## src/rtl/serial_adder_ctrl_pkg.sv

```systemverilog
// Shared definitions for the bit-serial adder controller: FSM encoding and default width.
package serial_adder_ctrl_pkg;

  localparam int DEFAULT_WIDTH = 8;

  typedef enum logic [1:0] {
    S_IDLE = 2'd0,
    S_RUN  = 2'd1,
    S_DONE = 2'd2
  } state_t;

endpackage

```

## src/rtl/serial_adder_ctrl_fa.sv

```systemverilog
// One-bit full adder fa_v1, built from two ha_v1_1 half adders; the serial controller's bit slice.
module ha_v1_1 (
  input  logic a,
  input  logic b,
  output logic sum,
  output logic carry
);

  assign sum   = a ^ b;
  assign carry = a & b;

endmodule

module fa_v1 (
  input  logic a,
  input  logic b,
  input  logic c_in,
  output logic sum,
  output logic c_out
);

  logic s0;
  logic c0;
  logic c1;

  ha_v1_1 u_ha0 (
    .a     (a),
    .b     (b),
    .sum   (s0),
    .carry (c0)
  );

  ha_v1_1 u_ha1 (
    .a     (s0),
    .b     (c_in),
    .sum   (sum),
    .carry (c1)
  );

  assign c_out = c0 | c1;

endmodule

```

## src/rtl/serial_adder_ctrl.sv

```systemverilog
// Bit-serial WIDTH-bit adder: feeds fa_v1 one bit pair per clock, LSB first, with start/busy/done handshake.
//
// state  | meaning
// S_IDLE | waiting for start; operands captured on the accepted edge
// S_RUN  | one operand bit pair per clock through fa_v1
// S_DONE | result just published; one cycle, then back to idle
module serial_adder_ctrl
  import serial_adder_ctrl_pkg::*;
#(
  parameter int WIDTH = DEFAULT_WIDTH
) (
  input  logic             clk,
  input  logic             rst_n,
  input  logic             start,
  input  logic [WIDTH-1:0] a,
  input  logic [WIDTH-1:0] b,
  input  logic             c_in,
  output logic             busy,
  output logic             done,
  output logic [WIDTH-1:0] sum,
  output logic             c_out
);

  localparam int CNT_W = (WIDTH > 1) ? $clog2(WIDTH) : 1;
  localparam logic [CNT_W-1:0] CNT_LAST = CNT_W'(WIDTH - 1);

  state_t           state;
  logic [WIDTH-1:0] shift_a;
  logic [WIDTH-1:0] shift_b;
  logic [WIDTH-1:0] shift_s;
  logic             carry;
  logic [CNT_W-1:0] cnt;
  logic             fa_sum;
  logic             fa_c_out;

  fa_v1 u_fa (
    .a     (shift_a[0]),
    .b     (shift_b[0]),
    .c_in  (carry),
    .sum   (fa_sum),
    .c_out (fa_c_out)
  );

  always_ff @(posedge clk or negedge rst_n) begin
    if (!rst_n) begin
      state   <= S_IDLE;
      busy    <= 1'b0;
      done    <= 1'b0;
      sum     <= '0;
      c_out   <= 1'b0;
      shift_a <= '0;
      shift_b <= '0;
      shift_s <= '0;
      carry   <= 1'b0;
      cnt     <= '0;
    end else begin
      done <= 1'b0;
      case (state)
        S_IDLE: begin
          if (start) begin
            shift_a <= a;
            shift_b <= b;
            carry   <= c_in;
            cnt     <= '0;
            busy    <= 1'b1;
            state   <= S_RUN;
          end
        end
        S_RUN: begin
          carry   <= fa_c_out;
          shift_a <= {1'b0, shift_a[WIDTH-1:1]};
          shift_b <= {1'b0, shift_b[WIDTH-1:1]};
          shift_s <= {fa_sum, shift_s[WIDTH-1:1]};
          // Last bit goes straight into the published result, so sum lands on the same edge.
          if (cnt == CNT_LAST) begin
            sum   <= {fa_sum, shift_s[WIDTH-1:1]};
            c_out <= fa_c_out;
            done  <= 1'b1;
            state <= S_DONE;
          end else begin
            cnt <= cnt + CNT_W'(1);
          end
        end
        S_DONE: begin
          busy  <= 1'b0;
          state <= S_IDLE;
        end
        default: begin
          busy  <= 1'b0;
          state <= S_IDLE;
        end
      endcase
    end
  end

endmodule

```

## config.mk

```make
export PLATFORM = sky130hd
export DESIGN_NAME = serial_adder_ctrl
export DESIGN_NICKNAME = d
export VERILOG_FILES = /design/src/rtl/serial_adder_ctrl_pkg.sv /design/src/rtl/serial_adder_ctrl_fa.sv /design/src/rtl/serial_adder_ctrl.sv
export SDC_FILE = /design/constraint.sdc
export NUM_CORES = 1
export LEC_CHECK = 0
export ABC_CLOCK_PERIOD_IN_PS = 1900
export CAP_MARGIN = 15
export CORE_MARGIN = 2
export CORE_UTILIZATION = 45
export DETAILED_ROUTE_END_ITERATION = 7
export HOLD_SLACK_MARGIN = 0.12
export PLACE_DENSITY = 0.69
export SETUP_SLACK_MARGIN = 0.02
export SLEW_MARGIN = 25
export SYNTH_ARGS = -nofsm -noshare
export SYNTH_HDL_FRONTEND = slang
export SYNTH_SLANG_ARGS = --single-unit
```

## constraint.sdc

```tcl
create_clock -name clk -period 1.9 [get_ports clk]
set_clock_uncertainty 0.1 [all_clocks]
set_input_delay 0.285 -clock clk [delete_from_list [all_inputs] [get_ports clk]]
set_output_delay 0.285 -clock clk [all_outputs]
set_load 0.02 [all_outputs]
```

==> impl_metrics.toml, run 1 <==
[run_status]
status = "complete, no violations"

[place]
post_dp_cell_area_um2 = 2240
dpl_worst_slack_ns = 0.0182
dp_hpwl_mm = 2.63
gp_congestion = 0.784
port_buffers = 30
dp.cells = 222

[detailed_routing]
totalWireLength_mm = 3.64
ant_nets = 0
highest_layer = "met4"
wl_met2_mm = 1.81
firstDrtPassIters = 4
wl_met1_mm = 1.56
route.met3.wl_um = 173
vias = 1284
vias_per_cell = 5.56
avgRoutedWirePerCell_um = 15.8
drt-initial-drc-count = 115
drc_errors = 0

[hold_path]
hold_class = "input port to asynchronous set/reset pin"

[sta]
hold_slack_ns = 0.391
setup_viol = 0
tightest_slew_ns = 0.502
rsz0062_at_grt = "no"
period_share_pct = 88.9
setup_ws_ns = 0.211
hold_viol_final = 0
finalCriticalPeriod_ns = 1.69
relSlewSlack_pct = 66.6
finalSetupTns_ns = 0
report.final.slew_viol_count = 0
max_freq_mhz = 592

[cts]
htree_levels = 2
clk_pin_slew_ns = 0.08
cts_root_buffer = "clkbuf_8"
worstSkewPairLatency_ns = 0.29
clockBufferDepth = 2
cts-buffers-inserted = 5
cts_setup_buffers = 0
cts_sinks = 40
cts_tree = "built"

[cells_and_area]
fin_util_pct = 59.8
fin_cells = 231
area_growth_pct = 29.0
drive_above_1_share_pct = 23.2
nets = 203
final_cell_mix = "dfrtp_1 (40), clkdlybuf4s50_1 (29), inv_1 (12)"
design_area_um2 = 2380
num_antenna_cells = 0
layout_commonest_cell = "dfrtp_1"

[global_routing]
grt_max_degree = 22
antenna_found_initial = 0
grt_usage_pct = 18.3
grt_pass1_wl_mm = 6.04
grt_pass1_vias = 1324
gr-total-overflow = 0

[worst_setup_path]
end_kind = "flip-flop"
crit_chain = "ha_1, ha_1, nand3b_1, buf_12, mux2_2"
crit_top_cell = "ha_1"
r2r_end = "sum[6]$_DFFE_PN0P_"
setup.worst_path.start_class = "flip-flop"
worstPathMaxFanout = 11
rrSetupSlack_ns = 0.21
required_ns = 1.98
max_stage_delay_ns = 0.42
critPathArrivalTime_ns = 1.77
r2r_cells = 5
r2r-start = "cnt[0]$_DFFE_PN0P_"
critPathKind = "flip-flop to flip-flop"
critPathSlowestCell = "dfrtp_1"

[floorplanning]
boundaryPins = 31
die_h_um = 68.0
start_util_pct = 46.4
rows = 23
die-area_um2 = 4620
dieWidth_um = 68.0
design.core.area_um2 = 3970

[yosys]
synth_seq_cells = 40
syn_area_per_cell_um2 = 12.9
synthDistinctLibCells = 26
synth_fp_nets = 166
ys_top_cells_by_area = "dfrtp_1 (54%), mux2_2 (6.1%), o221a_2 (5.5%)"
syn_area_um2 = 1840
syn_inst = 143
yosysTopAreaCell = "dfrtp_1"
ys_seq_area_share_pct = 54.3
synth.top_cell.area_share_pct = 54.3
yosysWarnings = 0

[power]
clockPowerShare_pct = 18.7
switchingPower_mw = 1.34
p_comb_share_pct = 42.6
p_total_mw = 4.04
cellPowerDensity_nw_per_um2 = 1700
p_sw_share_pct = 33.0
seq_power_share_pct = 38.7
p_int_mw = 2.71
p_leak_nw = 1.03
peakVddDrop_mv = 0.586

[job]
cap_viol_max_count = 0
==> final cells by class <==
| type | instances | area, µm² |
|---|---|---|
| flip-flops and latches | 40 | 1000 |
| repair buffers | 43 | 420 |
| clock inverters | 1 | 30.0 |
| clock buffers | 7 | 96.3 |
| inverters | 12 | 45.0 |
| fillers | 326 | 1600 |
| multi-input cells | 78 | 721 |
| well taps | 50 | 62.6 |
==> state kept, by name, indices dropped and copies added (netlist names) <==
signal / cells
shift_a: 8
shift_b: 8
sum: 8
shift_s: 7
cnt: 3
state: 2
busy: 1
c_out: 1
carry: 1
done: 1
==> timing repair <==
item | in CTS | in global routing
endpoints found under the setup margin | 0 | 0
hold buffers | 1 | 0
resized for setup | 0 | 0
hold endpoints to repair | 20 | 0
==> cells in the mapped netlist (all sizes together) <==
cell type	instances
a211o	2
a211oi	6
a21oi	2
buf	10
clkbuf	3
dfrtp	40
fa	1
ha	2
inv	12
mux2	16
nand2	2
nand2b	3
nand3	3
nand3b	1
nor3b	8
nor4b	6
nor4bb	2
o21ba	1
o21bai	1
o221a	9
o221ai	3
or2	1
or4b	9
==> power by group through the flow <==
| stage | clock network, mW | registers (mW) | logic, mW |
|---|---|---|---|
| floorplan | 0 | 1.60 | 1.11 |
| global placement | 0 | 1.55 | 1.67 |
| detailed placement | 0 | 1.58 | 1.74 |
| CTS | 0.771 | 1.56 | 1.74 |
| global route | 0.813 | 1.62 | 1.89 |
| finish | 0.756 | 1.56 | 1.72 |
==> how the worst max path moves through the flow <==
stage / start / end / slack [ns] / cells past startpoint
after floorplan: cnt[0]$_DFFE_PN0P_ / c_out$_DFFE_PN0P_ / 0.22 / 5
after global placement: start / shift_a[1]$_DFFE_PN0P_ / 0.06 / 3
after detailed placement: start / shift_b[1]$_DFFE_PN0P_ / 0.02 / 3
after CTS: cnt[0]$_DFFE_PN0P_ / sum[6]$_DFFE_PN0P_ / 0.20 / 5
after global routing: cnt[0]$_DFFE_PN0P_ / cnt[2]$_DFFE_PN0P_ / 0.15 / 5
final: cnt[0]$_DFFE_PN0P_ / sum[6]$_DFFE_PN0P_ / 0.21 / 5
==> critical path, delay by kind of cell, from the launching register on <==
family	cells	cell delay [ns]
fa+ha+maj	2	0.43
flops	1	0.42
mux	1	0.33
buf+inv	1	0.15
simple gates	1	0.14
==> layer usage <==
metal | vias to the layer above | GRT usage (%)
li1 | 609 | -
met1 | 630 | 21.4
met2 | 34 | 30.5
met3 | 11 | 5.92
met4 | 0 | 8.25
met5 | - | 0
==> cell families after synthesis <==
kind of cell,Yosys count,synth area share (%)
buffers and inverters,25,6.52
AOI/OAI and AO/OA,24,11.8
muxes,16,9.78
and+or+nand+nor,35,15.1
adders and majority gates,3,2.45
DFF,40,54.3
No activity file was read; power rests on OpenSTA's default activity.
==> run 2, diff against run 1 <==
--- a/config.mk
+++ b/config.mk
@@ -7,11 +7,13 @@
 export LEC_CHECK = 0
 export ABC_CLOCK_PERIOD_IN_PS = 1900
 export CAP_MARGIN = 15
-export CORE_MARGIN = 2
+export CORE_MARGIN = 3
 export CORE_UTILIZATION = 45
 export DETAILED_ROUTE_END_ITERATION = 7
 export HOLD_SLACK_MARGIN = 0.12
+export MAX_ROUTING_LAYER = met4
 export PLACE_DENSITY = 0.69
+export RECOVER_POWER = 100
 export SETUP_SLACK_MARGIN = 0.02
 export SLEW_MARGIN = 25
 export SYNTH_ARGS = -nofsm -noshare
==> run 2 against run 1 <==
  * Register-to-register slack gained 0.02 ns
  * Cell area shrank 1.7%
  * Maximum frequency down 0.60%
  * Clock-buffer cell count down 1
  * Highest routed layer unchanged
  * Routed wire length decreased by 5.8%
  * First-iteration DRC count shrank 50%
  * Non-clock buffer count unchanged
==> impl_metrics.toml, run 2 (synthesis gave the netlist of run 1 again) <==
[cts]
clk_pin_slew_ns = 0.08
htree_levels = 2
cts_sinks = 40
ctsHoldBuffers = 1
cts_root_buffer = "clkbuf_8"
worstSkewPairLatency_ns = 0.28
cts_tree = "built"
clockBufferDepth = 2
cts_setup_buffers = 0
cts_resized = 0
cts-buffers-inserted = 5

[cells_and_area]
layout_commonest_cell = "dfrtp_1"
design_area_um2 = 2330
final_cell_mix = "dfrtp_1 (40), clkdlybuf4s50_1 (18), inv_1 (12), dlygate4sd3_1 (12), mux2_2 (10)"
drive_above_1_share_pct = 20.4
final-seq-area_um2 = 1000
top_regs = "shift_a (8), shift_b (8), sum (8)"
area_growth_pct = 26.8
multi_input_area_um2 = 721
n_fill_cell = 308
num_antenna_cells = 0
nets = 203

[sta]
report.final.slew_viol_count = 0
tightest_slew_ns = 0.976
rsz0062_at_grt = "no"
relSlewSlack_pct = 34.9
setup_ws_ns = 0.201
max_freq_mhz = 589
setup_viol = 0
period_share_pct = 89.4
hold_viol_final = 0
finalSetupTns_ns = 0
hold_slack_ns = 0.395
finalCriticalPeriod_ns = 1.70

[worst_setup_path]
critPathArrivalTime_ns = 1.31
path_delay_family = "buffers and inverters"
r2r_end = "sum[4]$_DFFE_PN0P_"
critPathKind = "flip-flop to output pin"
path_buf_inv = 1
setup.worst_path.start_class = "flip-flop"
end_kind = "output pin"
r2r_cells = 4
crit_chain = "dlygate4sd3_1"
rrSetupSlack_ns = 0.23
r2r-start = "state[0]$_DFFE_PN0P_"
required_ns = 1.51
critPathSlowestCell = "dlygate4sd3_1"
max_stage_delay_ns = 0.65
worstPathMaxFanout = 2

[hold_path]
worstHoldStart = "sum[1]$_DFFE_PN0P_"
min_delay_worst_endpoint = "sum[1]$_DFFE_PN0P_"
hold-path-cell-count = 1
hold_class = "flip-flop to flip-flop"

[detailed_routing]
totalWireLength_mm = 3.43
vias = 1264
ant_nets = 0
drt-initial-drc-count = 57
firstDrtPassIters = 4
vias_per_cell = 5.52
avgRoutedWirePerCell_um = 15.0
drc_errors = 0

[floorplanning]
boundaryPins = 31
start_util_pct = 48.5
design.core.area_um2 = 3800
dieWidth_um = 70.0
die_h_um = 70.0
rows = 22
die-area_um2 = 4900

[place]
post_dp_cell_area_um2 = 2240
dp_hpwl_mm = 2.42
gp_congestion = 0.751
dpl_worst_slack_ns = 0.131
port_buffers = 30

[run_status]
status = "complete, no violations"

[global_routing]
gr-total-overflow = 0
grt_pass1_wl_mm = 6.07
grt_pass1_vias = 1263
antenna_found_initial = 0
grt_max_degree = 41
grt_usage_pct = 15.9

[power]
peakVddDrop_mv = 0.682
p_leak_nw = 1.01
seq_power_share_pct = 39.2
switchingPower_mw = 1.30
clockPowerShare_pct = 17.3
p_sw_share_pct = 33.6
p_comb_share_pct = 43.5
cellPowerDensity_nw_per_um2 = 1650
p_int_mw = 2.56

[job]
cap_viol_max_count = 0
## run 2: area by class of cell
cell class,instances,area share [%]
Sequential cell,40,42.9
Multi-Input combinational cell,78,30.9
Timing Repair Buffer,43,17.1
Clock buffer,6,3.11
Tap cell,48,2.57
Inverter,12,1.93
Clock inverter,2,1.50
## run 2: per-layer routing
metal	routed length (µm)	vias to the layer above	global-route usage [%]
li1	-	602	-
met1	1490	637	20.2
met2	1780	20	25.4
met3	115	5	3.17
met4	46	0	5.74
met5	0	-	-
## run 2: worst max path at each step
stage,endpoint,startpoint,slack (ns),depth (start not counted)
6_report,sum[7],sum[7]$_DFFE_PN0P_,0.20,1
5_1_grt,sum[3]$_DFFE_PN0P_,state[0]$_DFFE_PN0P_,0.1,4
4_1_cts,sum[4],sum[4]$_DFFE_PN0P_,0.25,1
3_5_place_dp,shift_b[4]$_DFFE_PN0P_,start,0.13,4
3_3_place_gp,shift_b[2]$_DFFE_PN0P_,start,0.17,4
2_1_floorplan,c_out$_DFFE_PN0P_,cnt[0]$_DFFE_PN0P_,0.22,5
## run 2: power groups by stage
stage	combinational [mW]	sequential, mW	clock, mW
5_1_grt	1.86	1.57	0.729
2_1_floorplan	1.11	1.60	0
3_3_place_gp	1.71	1.51	0
3_5_place_dp	1.79	1.53	0
4_1_cts	1.78	1.52	0.690
6_report	1.68	1.51	0.668
## run 2: metrics by stage
step,util [%],instances,total power [mW]
6_report,61.5,229,3.86
5_1_grt,61.5,229,4.16
4_1_cts,62.0,229,3.99
3_5_place_dp,58.9,220,3.32
3_3_place_gp,58.9,220,3.22
2_1_floorplan,-,143,2.71
==> run 3, diff against run 2 <==
--- a/config.mk
+++ b/config.mk
@@ -5,11 +5,12 @@
 export SDC_FILE = /design/constraint.sdc
 export NUM_CORES = 1
 export LEC_CHECK = 0
-export ABC_CLOCK_PERIOD_IN_PS = 1900
+export ABC_CLOCK_PERIOD_IN_PS = 1700
 export CAP_MARGIN = 15
 export CORE_MARGIN = 3
 export CORE_UTILIZATION = 45
 export DETAILED_ROUTE_END_ITERATION = 7
+export GPL_TIMING_DRIVEN = 0
 export HOLD_SLACK_MARGIN = 0.12
 export MAX_ROUTING_LAYER = met4
 export PLACE_DENSITY = 0.69
==> constraint.sdc (replaced) <==
create_clock -name clk -period 1.7 [get_ports clk]
set_clock_uncertainty 0.1 [all_clocks]
set_input_delay 0.255 -clock clk [delete_from_list [all_inputs] [get_ports clk]]
set_output_delay 0.255 -clock clk [all_outputs]
set_load 0.02 [all_outputs]
==> run 3 against run 2 <==
  * Worst setup slack got worse by 0.14 ns
  * Largest power group unchanged
  * Sequential share of layout area decreased by 2.3 points
  * Flip-flop and latch count unchanged
  * Highest routed layer unchanged
  * Sequential power increased by 12%
  * Clock power increased by 26%
  * Critical endpoint is now shift_a[1]$_DFFE_PN0P_
==> impl_metrics.toml, run 3 (synthesis gave the netlist of run 1 again) <==
[sta]
setup_viol = 0
finalSetupTns_ns = 0
report.final.slew_viol_count = 0
relSlewSlack_pct = 25.9
period_share_pct = 96.4
finalCriticalPeriod_ns = 1.64
tightest_slew_ns = 1.11
rsz0062_at_grt = "yes"
hold_viol_final = 0
max_freq_mhz = 610

[cells_and_area]
n_fill_cell = 286
design_area_um2 = 2470
fin_util_pct = 65.0
multi_input_area_um2 = 769
area_growth_pct = 34.1
final-seq-area_um2 = 1000
final_cell_mix = "dfrtp_1 (40), clkdlybuf4s50_1 (29), inv_1 (12)"
num_antenna_cells = 0
fin_cells = 238
top_regs = "shift_a (8), shift_b (8), sum (8)"
nets = 212
layout_commonest_cell = "dfrtp_1"
drive_above_1_share_pct = 28.4

[hold_path]
hold_class = "flip-flop to flip-flop"

[global_routing]
grt_max_degree = 24
grt_util_met2_pct = 27.3
gr-total-overflow = 0
grt_pass1_vias = 1341
grt_pass1_wl_mm = 6.21
use_met3_pct = 4.46
grt.busiest_layer = "met2"
grt_usage_pct = 16.5
met1_usage_pct = 19.7
antenna_found_initial = 0

[floorplanning]
rows = 22
dieWidth_um = 70.0
die_h_um = 70.0
start_util_pct = 48.5
die-area_um2 = 4900
boundaryPins = 31
design.core.area_um2 = 3800

[detailed_routing]
vias = 1329
drt-initial-drc-count = 59
avgRoutedWirePerCell_um = 16.2
totalWireLength_mm = 3.86
firstDrtPassIters = 4
drc_errors = 0
vias_per_cell = 5.58
ant_nets = 0

[place]
post_dp_cell_area_um2 = 2220
gp_congestion = 0.809
port_buffers = 30
dp.cells = 222
dp_hpwl_mm = 2.65

[worst_setup_path]
critPathArrivalTime_ns = 1.73
critPathKind = "input port to flip-flop"
end_kind = "flip-flop"
worstPathMaxFanout = 10
setup.worst_path.start_class = "input port"
rrSetupSlack_ns = 0.07
required_ns = 1.79

[cts]
clockBufferDepth = 2
htree_levels = 2
worstSkewPairLatency_ns = 0.29
cts-buffers-inserted = 5
cts_tree = "built"
cts_root_buffer = "clkbuf_8"
clk_pin_slew_ns = 0.08
cts_sinks = 40

[power]
cellPowerDensity_nw_per_um2 = 1920
p_leak_nw = 1.10
peakVddDrop_mv = 0.796

[job]
cap_viol_max_count = 0

[run_status]
status = "complete, no violations"
run 3: repair_timing:
action / in CTS / in global routing
setup buffers: 3 / 3
hold buffers: 1 / 0
pin swaps: 1 / 2
gates resized for setup: 7 / 11
endpoints found under the hold margin: 17 / 0
endpoints found under the setup margin: 8 / 15
gates cloned: 1 / 0
run 3: metrics by stage:
stage	total power [mW]	setup slack, ns	hold slack, ns
6_report	4.73	0.0616	0.408
5_1_grt	5.02	-0.0175	0.423
4_1_cts	4.63	0.0413	0.346
3_5_place_dp	3.69	-0.222	0.131
3_3_place_gp	3.59	-0.635	0.372
2_1_floorplan	3.03	0.0215	-0.141
run 3: path summary, 6_finish.rpt:
check                                       start                     end  cells after the start
min                        shift_s[1]$_DFFE_PN0N_      sum[0]$_DFFE_PN0P_                      1
max in group asynchronous                   rst_n      cnt[1]$_DFFE_PN0P_                      2
max reg2reg                    cnt[1]$_DFFE_PN0P_      sum[3]$_DFFE_PN0P_                      5
min reg2reg                shift_s[1]$_DFFE_PN0N_      sum[0]$_DFFE_PN0P_                      1
min in group asynchronous                   rst_n  shift_a[1]$_DFFE_PN0P_                      2
max                                         start  shift_a[1]$_DFFE_PN0P_                      4
run 3: worst max-delay path: stages:
cell and delay, ns:
clkdlybuf4s50_1 0.52, clkbuf_1 0.31, or4b_1 0.49, o221a_2 0.14
run 3: metal layers:
layer	wire length (µm)	vias up
li1	-	622
met1	1690	669
met2	1960	31
met3	154	7
met4	48	0
met5	0	-
run 3: power breakdown:
part | internal (mW) | switching (mW) | leakage, nW
combinational | 1.23 | 0.968 | 0.559
clock | 0.518 | 0.323 | 0.0645
sequential | 1.42 | 0.272 | 0.477
run 3: area by class of cell:
| class | instances | area share [%] |
|---|---|---|
| Buffer | 13 | 3.24 |
| Clock buffer | 7 | 3.90 |
| Clock inverter | 1 | 1.22 |
| Inverter | 12 | 1.82 |
| Multi-Input combinational cell | 78 | 31.2 |
| Sequential cell | 40 | 40.5 |
| Tap cell | 48 | 2.43 |
| Timing Repair Buffer | 39 | 15.7 |
